## config.mk

```make
export PLATFORM = sky130hd
export DESIGN_NAME = led_pattern_seq
export DESIGN_NICKNAME = d
export VERILOG_FILES = /design/src/rtl/led_pattern_seq.sv
export SDC_FILE = /design/constraint.sdc
export NUM_CORES = 1
export LEC_CHECK = 0
export CORE_MARGIN = 5
export CORE_UTILIZATION = 50
export CTS_CLUSTER_SIZE = 40
export DETAILED_ROUTE_END_ITERATION = 16
export PLACE_DENSITY = 0.74
export SLEW_MARGIN = 20
export SYNTH_ARGS = -nofsm -noshare
export SYNTH_HDL_FRONTEND = slang
export SYNTH_SLANG_ARGS = --single-unit
export TNS_END_PERCENT = 100
```

## constraint.sdc

```tcl
create_clock -name clk_in -period 3.88 [get_ports clk_in]
set_clock_uncertainty 0.1 [all_clocks]
set_input_delay 0.776 -clock clk_in [delete_from_list [all_inputs] [get_ports clk_in]]
set_output_delay 0.776 -clock clk_in [all_outputs]
set_load 0.01 [all_outputs]
```

## src/rtl/led_pattern_seq.sv

```systemverilog
// led_pattern_seq: tick-driven LED pattern generator (blink, walk, ping-pong, binary count)
module led_pattern_seq #(
    parameter int WIDTH       = 8,
    parameter int SYNC_STAGES = 2
) (
    input  logic             clk_in,
    input  logic             rst_n,
    input  logic             tick_in,
    input  logic             enable_in,
    input  logic [1:0]       mode_in,
    output logic [WIDTH-1:0] led_out,
    output logic             step_out
);

    typedef enum logic {
        LEFT  = 1'b0,
        RIGHT = 1'b1
    } dir_t;

    localparam logic [WIDTH-1:0] ONE = WIDTH'(1);

    logic [SYNC_STAGES-1:0] sync_q;
    logic                   hist_q;
    logic [1:0]             mode_q;
    logic [1:0]             mode_d;
    dir_t                   dir_q;
    dir_t                   dir_d;
    logic [WIDTH-1:0]       led_d;
    logic [WIDTH-1:0]       shl;
    logic [WIDTH-1:0]       shr;
    logic [WIDTH-1:0]       rol;
    logic                   sync_last;
    logic                   step;
    logic                   at_end;
    logic                   go_left;

    assign sync_last = sync_q[SYNC_STAGES-1];
    assign step      = sync_last & ~hist_q & enable_in;
    assign shl       = {led_out[WIDTH-2:0], 1'b0};
    assign shr       = {1'b0, led_out[WIDTH-1:1]};
    assign rol       = {led_out[WIDTH-2:0], led_out[WIDTH-1]};
    assign at_end    = (dir_q == LEFT) ? led_out[WIDTH-1] : led_out[0];
    assign go_left   = (dir_q == LEFT) ^ at_end;

    // Synchronizer and history keep running regardless of enable so stale edges are dropped
    always_ff @(posedge clk_in or negedge rst_n) begin
        if (!rst_n) begin
            sync_q <= '0;
            hist_q <= 1'b0;
        end else begin
            sync_q <= {sync_q[SYNC_STAGES-2:0], tick_in};
            hist_q <= sync_last;
        end
    end

    // Pattern state and step pulse register
    always_ff @(posedge clk_in or negedge rst_n) begin
        if (!rst_n) begin
            led_out  <= '0;
            step_out <= 1'b0;
            mode_q   <= 2'd0;
            dir_q    <= LEFT;
        end else begin
            led_out  <= led_d;
            step_out <= step;
            mode_q   <= mode_d;
            dir_q    <= dir_d;
        end
    end

    // Next pattern: a mode change only reseeds; otherwise advance the current pattern
    always_comb begin
        led_d  = led_out;
        mode_d = mode_q;
        dir_d  = dir_q;
        if (step) begin
            if (mode_in != mode_q) begin
                mode_d = mode_in;
                dir_d  = LEFT;
                led_d  = (mode_in == 2'd1 || mode_in == 2'd2) ? ONE : '0;
            end else begin
                unique case (mode_q)
                    2'd0: led_d = ~led_out;
                    2'd1: led_d = (led_out == '0) ? ONE : rol;
                    2'd2: begin
                        led_d = (led_out == '0) ? ONE : (go_left ? shl : shr);
                        dir_d = (led_out == '0) ? dir_q : (go_left ? LEFT : RIGHT);
                    end
                    default: led_d = led_out + ONE;
                endcase
            end
        end
    end

endmodule

```

==> impl_results.md, run 1 <==
- Status: finished, final reports clean
- Peak VDD IR: 0.000292 V
- Slowest CP cell: clkdlybuf4s50_1
- Worst-Margin Slew: 0.739 ns
- Setup WS post-layout: 1.50 ns
- Arr. time, crit path: 1.50 ns
- Leak: 0.502 nW
- Final min period: 2.38 ns
- Cells after Synth: 134
- CTS H-tree depth: 1
- Max-slew headroom: 0.506
- Met2 usage: 0.276
- Placed insts: 165
- IO Port Bufs: 14
- FF-to-FF Start: mode_q[1]$_DFFE_PN0P_
- Post-layout util: 0.571
- FF+latch count, synth: 15
- RR Endpoint: led_out[0]$_DFFE_PN0P_
- Netlist cell types: 46
- Pwr dens: 487 nW/um^2
- Post-synth EDFFs: 0
- Final setup violating endpoints: 0
- Die width: 57.5 um
- Multi-input gate area: 656 sq um
- Post-DR vias/cell: 6.37
- Startpoint types: register
- DRC: 0
- Share of cells above drive strength 1: 0.0993
- Final hold violations: 0
- Total Neg Setup Slack: 0 ns
- Grt peak-use layer: met2
- Largest fanout on the critical path: 12
- Hold Crit Depth: 0
- Ys async rst share: 1.00
- Clock Pin Slew Worst Setup and Hold Paths: 0.09 ns
- Final instance area: 1250 sq um
- Critical path buffers and inverters: 1
- Std-Cell Rows: 17
- Vias: 1076
- Hold-fix buffers, CTS: 0
- Syn nets: 142
- Syn Area/Cell: 8.40 sq um
- CP endpoint kind: primary output
- Nets: 150
- Hold-critical path endpoint: sync_q[1]$_DFF_PN0_
- Met3 Usage GRT: 0.0543
- GPL Wtd Cong: 0.955
- Initial drt markers: 49
- Seq. cell area: 375 sq um
- DRT antenna net count: 0
- Fillers: 200
- First-pass GRT wire length: 4780 um
- Levels on crit path: 1
- Per-cell routed wire length: 17.0 um
- Reg2Reg Setup Slack: 1.89 ns
- Final HPWL DP: 1940 um
- WS Path Type: reg2out
- Place WS: 1.31 ns
- HP Class: reg2reg
- Hold Crit Start: sync_q[0]$_DFF_PN0_
- # IOs: 15
- Fin cells: 169
- Die H: 57.5 um
- Core Box Area: 2190 sq um
- Placed cell areas: 1220 sq um
- Leading register cell type out of synthesis: dfrtp_1
- Antenna violations before repair: 0
- Delay-heaviest family, CP: buffers and inverters
- Max incr delay on CP: 0.62 ns
- Largest net degree at the start of global routing: 18
- Area delta synth->final: 11.1%
- Post-CTS setup buffer count: 0
- Clock buffer depth: 2
- Total power: 0.609 mW
- WP data required: 3.00 ns
- CTS tree: built
- Initial core utilization: 0.514
- Number of buffers created by CTS: 3
- Ys Warns: 0
- Die area: 3300 sq um
- Root buf cell: clkbuf_4
- Final hold slack: 0.276 ns
- Diodes inserted: 0
- # clock sinks: 15
- Register-to-Register Path Depth: 5
- Total wire length: 2870 um
- Sequential share of the synthesized area: 0.333
- Clk_lat worst skew: 0.29 ns
- Final period utilization: 0.613
- Worst path cell trace: clkdlybuf4s50_1
- Vias in the first global route: 977
- Maximum clock frequency: 0.420 GHz
- Pre-Repair DR Iteration Count: 4
- Final slew viol count: 0
- RSZ-0062 raised after global routing: no
- Max Cap Viol: 0
- CTS resizes: 0
- Total Routing Usage GR: 0.181
- Grt met1 use: 0.247
- GRT overflow: 0
- Post-Syn Area: 1130 sq um
synth_stat cells, types with 2 or more instances:
library cell / n / area share
buf_2: 4 / 0.018
buf_4: 2 / 0.013
a21oi_1: 12 / 0.053
and2_4: 2 / 0.016
nand3_1: 2 / 0.0089
nand2_1: 13 / 0.043
clkbuf_1: 2 / 0.0067
nor3_1: 2 / 0.0089
buf_6: 3 / 0.030
o211ai_1: 2 / 0.013
a31oi_1: 2 / 0.011
ha_1: 2 / 0.022
xnor2_1: 4 / 0.031
mux2i_1: 3 / 0.027
inv_1: 5 / 0.017
o22ai_1: 3 / 0.017
a311oi_1: 3 / 0.023
nor2_1: 15 / 0.050
a22oi_1: 2 / 0.013
dfrtp_1: 15 / 0.33
o21ai_0: 10 / 0.044
a32o_1: 2 / 0.018
cell type report:
cell class                      count  area share
Clock buffer                        4      0.0210
Timing Repair Buffer               14       0.112
Multi-Input combinational cell    103       0.524
Tap cell                           28      0.0280
Inverter                            5      0.0150
Sequential cell                    15       0.300
worst max path at each step:
| stage | slack (ns) | endpoint | from |
|---|---|---|---|
| finish | 1.50 | led_out[0] | led_out[0]$_DFFE_PN0P_ |
| global route | 1.42 | led_out[0] | led_out[0]$_DFFE_PN0P_ |
| CTS | 1.51 | led_out[0] | led_out[0]$_DFFE_PN0P_ |
| detailed placement | 1.31 | dir_q$_DFFE_PN0P_ | enable_in |
| global placement | 1.31 | dir_q$_DFFE_PN0P_ | enable_in |
| floorplan | 1.98 | led_out[5]$_DFFE_PN0P_ | enable_in |
cell usage in the layout, fill, tap and decap left out, types with 2 or more instances in the layout:
master           netlist  final
a22oi_1                2      2
and2_4                 2      2
o22ai_1                3      3
inv_1                  5      5
nand3_1                2      2
nor2_1                15     15
o211ai_1               2      2
mux2i_1                3      3
a21oi_1               12     12
a311oi_1               3      3
a32o_1                 2      2
ha_1                   2      2
nor3_1                 2      2
a31oi_1                2      2
o21ai_0               10     10
xnor2_1                4      4
clkdlybuf4s50_1        0     14
nand2_1               13     13
clkbuf_4               0      3
dfrtp_1               15     15
where the power goes:
group          internal (mW)  switching, mW  total (mW)
Sequential             0.184         0.0837       0.267
Combinational          0.127          0.123       0.250
Clock                 0.0400         0.0516      0.0916
sequential cells by signal, indices dropped and copies added, names as in the netlist:
name,cells
mode_q,2
dir_q,1
step_out,1
hist_q,1
led_out,8
sync_q,2
per-layer routing:
metal  wire length (um)  share of wire
met1               1250           0.44
met2               1350           0.47
met3                239          0.083
met4                 30          0.010
met5                  0              0
kinds of logic after synthesis:
family,count (synthesis),synth area share
AOI/OAI and AO/OA,47,0.284
xor gates and xnor gates,4,0.0311
adders and majority gates,2,0.0222
buffers and inverters,16,0.0844
DFF,15,0.333
muxes,3,0.0267
and+or+nand+nor,47,0.218
Power figures use the tool's default switching activity.
==> run 2: changes to the inputs <==
--- a/config.mk
+++ b/config.mk
@@ -6,10 +6,10 @@
 export NUM_CORES = 1
 export LEC_CHECK = 0
 export CORE_MARGIN = 5
-export CORE_UTILIZATION = 50
+export CORE_UTILIZATION = 49
 export CTS_CLUSTER_SIZE = 40
 export DETAILED_ROUTE_END_ITERATION = 16
-export PLACE_DENSITY = 0.74
+export PLACE_DENSITY = 0.75
 export SLEW_MARGIN = 20
 export SYNTH_ARGS = -nofsm -noshare
 export SYNTH_HDL_FRONTEND = slang
==> constraint.sdc (replaced) <==
create_clock -name clk_in -period 2 [get_ports clk_in]
set_clock_uncertainty 0.1 [all_clocks]
set_input_delay 0.4 -clock clk_in [delete_from_list [all_inputs] [get_ports clk_in]]
set_output_delay 0.4 -clock clk_in [all_outputs]
set_load 0.01 [all_outputs]
==> run 2 against run 1 <==
Compared with the run above: first-iteration DRC count rose by 45%; die area rose by 1.7%; sequential power rose by 72%; sequential share of layout area fell by 2.4 points; routed wire length rose by 0.63%; clock-buffer cell count fell by 1; final cell count rose by 8.9%; register-to-register slack got worse by 1.7 ns; final area rose by 9.3%; clock power rose by 100%; critical path depth rose by 1; critical endpoint unchanged; largest cell class unchanged; highest routed layer unchanged.
==> impl_results.md, run 2 (same netlist as run 1, synthesis figures left out) <==
- Initial core utilization: 0.509
- Number of buffers created by CTS: 3
- Largest net degree at the start of global routing: 16
- Arr. time, crit path: 1.42 ns
- Maximum clock frequency: 0.520 GHz
- Final hold slack: 0.257 ns
- Worst-Margin Slew: 0.360 ns
- HP Class: reg2reg
- Clock Pin Slew Worst Setup and Hold Paths: 0.09 ns
- # IOs: 15
- Leak: 0.576 nW
- Pre-Repair DR Iteration Count: 4
- Die H: 57.9 um
- Register-to-Register Path Depth: 4
- Share of cells above drive strength 1: 0.205
- FF-to-FF Start: led_out[5]$_DFFE_PN0P_
- Top reg by flops: led_out
- Final hold violations: 0
- Placed insts: 180
- DRC: 0
- Largest fanout on the critical path: 7
- CTS tree: built
- Clk_lat worst skew: 0.29 ns
- Max Cap Viol: 0
- Root buf cell: clkbuf_4
- DRT antenna net count: 0
- Per-cell routed wire length: 15.7 um
- Pwr dens: 907 nW/um^2
- Max reg flops: 8
- Nets: 165
- Post-layout util: 0.618
- Total Neg Setup Slack: 0 ns
- CTS H-tree depth: 1
- Most frequent cells in the layout: 15 x nor2_1, 15 x buf_4, 14 x clkdlybuf4s50_1
- WS Path Type: reg2out
- Initial drt markers: 71
- WP data required: 1.50 ns
- First-pass GRT wire length: 4840 um
- Max-slew headroom: 0.759
- RR Endpoint: led_out[2]$_DFFE_PN0P_
- Fillers: 214
- Fin cells: 184
- Largest regs: led_out: 8 flops, mode_q: 2 flops, sync_q: 2 flops
- Die width: 57.9 um
- GRT overflow: 0
- Final setup violating endpoints: 0
- Core Box Area: 2210 sq um
- IO Port Bufs: 14
- GPL Wtd Cong: 1.00
- Final slew viol count: 0
- Std-Cell Rows: 17
- Total Routing Usage GR: 0.183
- Hold Crit Start: sync_q[0]$_DFF_PN0_
- Post-DR vias/cell: 6.16
- Hold-critical path endpoint: sync_q[1]$_DFF_PN0_
- Hold Crit Depth: 0
- Antenna violations before repair: 0
- Total wire length: 2890 um
- Final min period: 1.92 ns
- CP endpoint kind: primary output
- # clock sinks: 15
- Final HPWL DP: 2100 um
- Peak VDD IR: 0.000621 V
- Die area: 3360 sq um
- Clock buffer depth: 2
- Area delta synth->final: 21.4%
- Vias: 1134
- Diodes inserted: 0
- Reg2Reg Setup Slack: 0.23 ns
- Hold-fix buffers, CTS: 0
- RSZ-0062 raised after global routing: no
- Vias in the first global route: 1084
- Startpoint types: register
- Status: finished, final reports clean
- Final period utilization: 0.961
run 2: cell count changes in the layout (fill, tap and decap cells not counted):
cell and change:
clkinv_2 +1, dfrtp_1 -2, buf_4 +15, clkbuf_1 -1, dfrtp_2 +2
run 2: stage by stage:
stage	power [mW]	setup slack, ns	area, sq um
after floorplan	0.842	0.353	1130
after global placement	1.04	-0.0490	1340
after detailed placement	1.05	-0.0359	1340
after CTS	1.24	0.0325	1370
after global routing	1.33	0.0103	1370
final	1.24	0.0781	1370
run 2: worst max-delay path by stage:
stage / start / end / depth (start not counted)
after detailed placement: mode_in[0] / led_out[1]$_DFFE_PN0P_ / 6
final: led_out[0]$_DFFE_PN0P_ / led_out[0] / 2
after global placement: enable_in / dir_q$_DFFE_PN0P_ / 6
after CTS: led_out[0]$_DFFE_PN0P_ / led_out[0] / 2
after floorplan: led_out[0]$_DFFE_PN0P_ / led_out[6]$_DFFE_PN0P_ / 7
after global routing: led_out[0]$_DFFE_PN0P_ / led_out[0] / 2
run 2: routing by layer:
metal | part of all wire | global-route usage | routed length [um]
met4 | 0.021 | 0.0894 | 62
met3 | 0.10 | 0.0334 | 295
met2 | 0.46 | 0.290 | 1330
met1 | 0.42 | 0.238 | 1200
met5 | 0 | 0 | 0
run 2: repair_timing:
item | CTS | global route
setup buffers | 0 | 0
endpoints found under the setup margin | 0 | 2
gates resized for setup | 0 | 2
run 2: where the power goes:
group          total (mW)  leakage (nW)  switching [mW]  internal [mW]
logic               0.597         0.374           0.306          0.292
clock network       0.183        0.0177           0.108         0.0746
registers           0.460         0.185           0.100          0.360
total                1.24         0.576           0.514          0.726
run 2: critical path, stage by stage (launching register included):
cell and delay [ns]:
dfrtp_2 0.43, buf_4 0.16, clkdlybuf4s50_1 0.54
run 2: cell type report:
type	instances	area, sq um	area share
Multi-Input combinational cell	103	656	0.479
Tap cell	28	35.0	0.0256
Clock inverter	1	5.00	0.00366
Timing Repair Buffer	29	253	0.185
Clock buffer	3	22.5	0.0165
Inverter	5	18.8	0.0137
Sequential cell	15	378	0.276
==> variant 1: new RTL, config.mk and constraints of run 2 <==
Set the parameter `WIDTH` to 10 (it was 8).
--- a/src/rtl/led_pattern_seq.sv
+++ b/src/rtl/led_pattern_seq.sv
@@ -1,6 +1,6 @@
 // led_pattern_seq: tick-driven LED pattern generator (blink, walk, ping-pong, binary count)
 module led_pattern_seq #(
-    parameter int WIDTH       = 8,
+    parameter int WIDTH       = 10,
     parameter int SYNC_STAGES = 2
 ) (
     input  logic             clk_in,
Interface: changed (resized led_out); port bits go from 15 to 17. No check against the original RTL was run, so the function may have changed too.
==> variant 1 against run 2 <==
- register-to-register slack worse by 150 ps
- sequential cell count grew 2
- highest routed layer unchanged
- cell area grew 18%
- total power up 18%
- area after synthesis rose by 18%
- worst setup slack better by 1.7 ps
- worst hold slack better by 3.0 ps
- routed wire length is 26% higher
- utilization down 1.8 points
- count of clock-buffer cells in the layout stayed put
==> variant 1: results <==
INSERT INTO impl_metrics (metric_group, metric, value, unit) VALUES
('outcome', 'result_of_the_run', 'finished clean', ''),
('critical_path', 'cpLargestDelayFamily', 'compound AO/OA/AOI/OAI gates', ''),
('detailed_routing', 'drt-wirelength-per-cell', '16.4', 'um'),
('placed_design', 'preCtsSetupSlack', '-50.2', 'ps'),
('power_and_ir_drop', 'total_power_consumption', '1.46', 'mW'),
('critical_path', 'worst_path_max_delay_cell', 'dfrtp_1', ''),
('placed_design', 'placedCellCount', '218', ''),
('grt', 'globalRouteTotalUtil', '19.3', '%'),
('power_and_ir_drop', 'sequential_group_share_of_total_power', '33.8', '%'),
('critical_path', 'ff2ff_path_depth', '5', ''),
('timing', 'worst-slew-pin-transition', '554', 'ps'),
('critical_path', 'critical_path.max_fanout', '10', ''),
('power_and_ir_drop', 'power_leakage', '0.674', 'nW'),
('cts', 'clk_pin_slew_worst_paths', '110', 'ps'),
('critical_path', 'regToRegStartpoint', 'dir_q', ''),
('detailed_routing', 'dr_wl_met2', '1740', 'um'),
('layout', 'n_fill_cell', '243', ''),
('synth', 'synth_common_cells', '17 x dfrtp_1, 17 x nor2_1, 15 x nand2_1', ''),
('placed_design', 'hpwl', '2690', 'um'),
('detailed_routing', 'detailroute.via_count', '1425', '');
## variant 1: cell types whose count changed in the layout (fill, tap and decap cells not counted), sizes merged, moves of 3 or more
cell and delta:
o21ai +3, nand3 +6, buf +5, mux2 +3
a31oi +8, nand2 +3, nor3 +3
## variant 1: path summary, 6_finish.rpt
| path | endpoint | slack (ps) |
|---|---|---|
| worst min register to register | sync_q[1] | 260 |
| max in group asynchronous | led_out[6] | 1300 |
| min in group asynchronous | led_out[0] | 320 |
| worst min-delay path | sync_q[1] | 260 |
| worst max register to register | led_out[7] | 80 |
| worst max-delay path | led_out[7] | 80 |
## variant 1: final cells by class
type / count / share of cell area [%]
inverters: 7 / 1.63
clock inverters: 1 / 0.310
clock buffers: 3 / 1.40
multi-input cells: 127 / 48.5
well taps: 31 / 2.40
flip-flops and latches: 17 / 26.4
repair buffers: 36 / 19.4
## variant 1: kinds of logic (layout without fill, tap and decap cells)
family                   after synthesis  in the layout  share of synthesized area, %
AO/OA/AOI/OAI                         62             62                          30.2
AND/OR/NAND/NOR                       56             56                          20.8
buffers and inverters                 24             47                          9.86
flip-flops                            17             17                          31.9
multiplexers                           5              5                          4.04
adder cells (fa/ha/maj)                2              2                          1.88
XOR/XNOR                               2              2                          1.31
## variant 1: per-stage QoR
stage / utilization (%) / hold slack, ps
after global routing: 60.0 / 275
after floorplan: - / 4.41
after global placement: 58.7 / 235
after detailed placement: 58.7 / 236
final: 60.0 / 260
after CTS: 59.7 / 262
## variant 1: worst register-to-register path, delay by kind of cell, from the launching register on
kind,cells,cell delay [ps]
compound gates,4,1180
flops,1,480
simple gates,1,110
## variant 1: per-layer routing
layer | vias up | track usage, %
met2 | 77 | 29.8
met1 | 675 | 27.0
met4 | 0 | 7.05
met5 | - | 0
met3 | 5 | 3.06
li1 | 668 | -
==> variant 2: new RTL, config.mk and constraints of run 2 <==
Without the edit above. Reset style: synchronous (`rst_n`), changed in 2 clocked blocks.
--- a/src/rtl/led_pattern_seq.sv
+++ b/src/rtl/led_pattern_seq.sv
@@ -43,7 +43,7 @@
     assign go_left   = (dir_q == LEFT) ^ at_end;
 
     // Synchronizer and history keep running regardless of enable so stale edges are dropped
-    always_ff @(posedge clk_in or negedge rst_n) begin
+    always_ff @(posedge clk_in) begin
         if (!rst_n) begin
             sync_q <= '0;
             hist_q <= 1'b0;
@@ -54,7 +54,7 @@
     end
 
     // Pattern state and step pulse register
-    always_ff @(posedge clk_in or negedge rst_n) begin
+    always_ff @(posedge clk_in) begin
         if (!rst_n) begin
             led_out  <= '0;
             step_out <= 1'b0;
Behaviour: differs if rst_n is asserted again (counterexample within 4 cycles, from zero or initial values and one cycle with rst_n low); with rst_n held inactive, the same outputs for 10 cycles.
==> variant 2 against run 2 <==
- area after synthesis is 8.3% higher
- cell area is 4.6% higher
- via count is 8.6% higher
- routed wire length is 5.4% higher
- worst setup slack better by 34 ps
- synthesized cell count is 18% higher
- sequential cell count stayed put
- worst hold slack better by 88 ps
- global-route usage is 0.39 points higher
- final cell count is 12% higher
- critical endpoint is now led_out[7]
Power is not compared: it rests on default switching activity, and its combinational part moved more than twofold at a synthesized area within 25%.
==> variant 2: results <==
INSERT INTO impl_metrics (metric_group, metric, value, unit) VALUES
('detailed_routing', 'met3_wirelength', '221', 'um'),
('synth', 'synth_common_cells', '18 x nor2_1, 15 x dfxtp_1, 14 x nand2_1', ''),
('layout', 'n_fill_cell', '239', ''),
('critical_path', 'critical_path_arrival', '1390', 'ps'),
('layout', 'multi_input_gate_area_in_the_final_layout', '801', 'um^2'),
('layout', 'fraction_of_final_layout_cells_with_drive_strength_greater_than_1', '17.6', '%'),
('placed_design', 'placedCellCount', '202', ''),
('detailed_routing', 'routed_wirelength', '3040', 'um'),
('grt', 'globalRouteTotalUtil', '18.7', '%'),
('outcome', 'result_of_the_run', 'finished clean', ''),
('synth', 'ys_async_sr_fraction', '0', '%'),
('detailed_routing', 'detailed_route_vias_per_instance', '5.98', ''),
('layout', 'num-nets-final', '185', ''),
('grt', 'pin_count_of_the_biggest_net_entering_global_routing', '14', ''),
('grt', 'wire_length_of_the_first_global_routing_pass', '5110', 'um'),
('critical_path', 'regToRegSetupSlack', '270', 'ps'),
('detailed_routing', 'initialDrtViolationCount', '54', ''),
('timing', 'slew_headroom', '68.0', '%'),
('synth', 'syn_avg_cell_area', '7.72', 'um^2'),
('detailed_routing', 'dr_wl_met2', '1390', 'um');
-- variant 2: changes by cell type in the layout (fill, tap and decap cells not counted), moves of 4 or more --
| cell | run 2 | this run |
|---|---|---|
| and2_1 | 1 | 5 |
| dfrtp_1 | 13 | 0 |
| dfxtp_1 | 0 | 12 |
| o21ai_0 | 10 | 4 |
-- variant 2: cell families after synthesis --
| group | after synthesis | share of synthesized area (%) |
|---|---|---|
| adder cells (fa/ha/maj) | 2 | 2.05 |
| AND/OR/NAND/NOR | 62 | 27.9 |
| AO/OA/AOI/OAI | 54 | 30.7 |
| flip-flops | 15 | 24.6 |
| buffers and inverters | 19 | 9.74 |
| XOR/XNOR | 5 | 4.21 |
| multiplexers | 1 | 0.821 |
-- variant 2: worst reg2reg max path, stage by stage (launching register included) --
cell and delay (ps):
dfxtp_1 630, xnor2_2 190, o2111ai_2 250, a21oi_1 230, a31oi_1 100, o22ai_1 150
-- variant 2: area by class of cell --
class,count,share of cell area (%)
Timing Repair Buffer,27,16.6
Clock buffer,3,1.57
Multi-Input combinational cell,124,56.0
Inverter,6,1.57
Clock inverter,1,0.350
Sequential cell,15,21.3
Tap cell,30,2.62
-- variant 2: final timing paths --
kind         startpoint    endpoint  cells past startpoint
max          led_out[7]  led_out[7]                      1
max reg2reg   mode_q[0]  led_out[3]                      5
min           sync_q[0]   sync_q[1]                      1
min reg2reg   sync_q[0]   sync_q[1]                      1
-- variant 2: timing repair --
action	4_1_cts	5_1_grt
setup endpoints to repair	0	3
hold buffers	0	0
gates resized for setup	0	3
-- variant 2: report_power, final --
part | leakage, nW | switching, mW | total, mW | internal, mW
combinational | 0.398 | 0.0479 | 0.0970 | 0.0491
sequential | 0.123 | 0.00820 | 0.313 | 0.305
clock | 0.0177 | 0.108 | 0.182 | 0.0744
total | 0.539 | 0.164 | 0.592 | 0.428
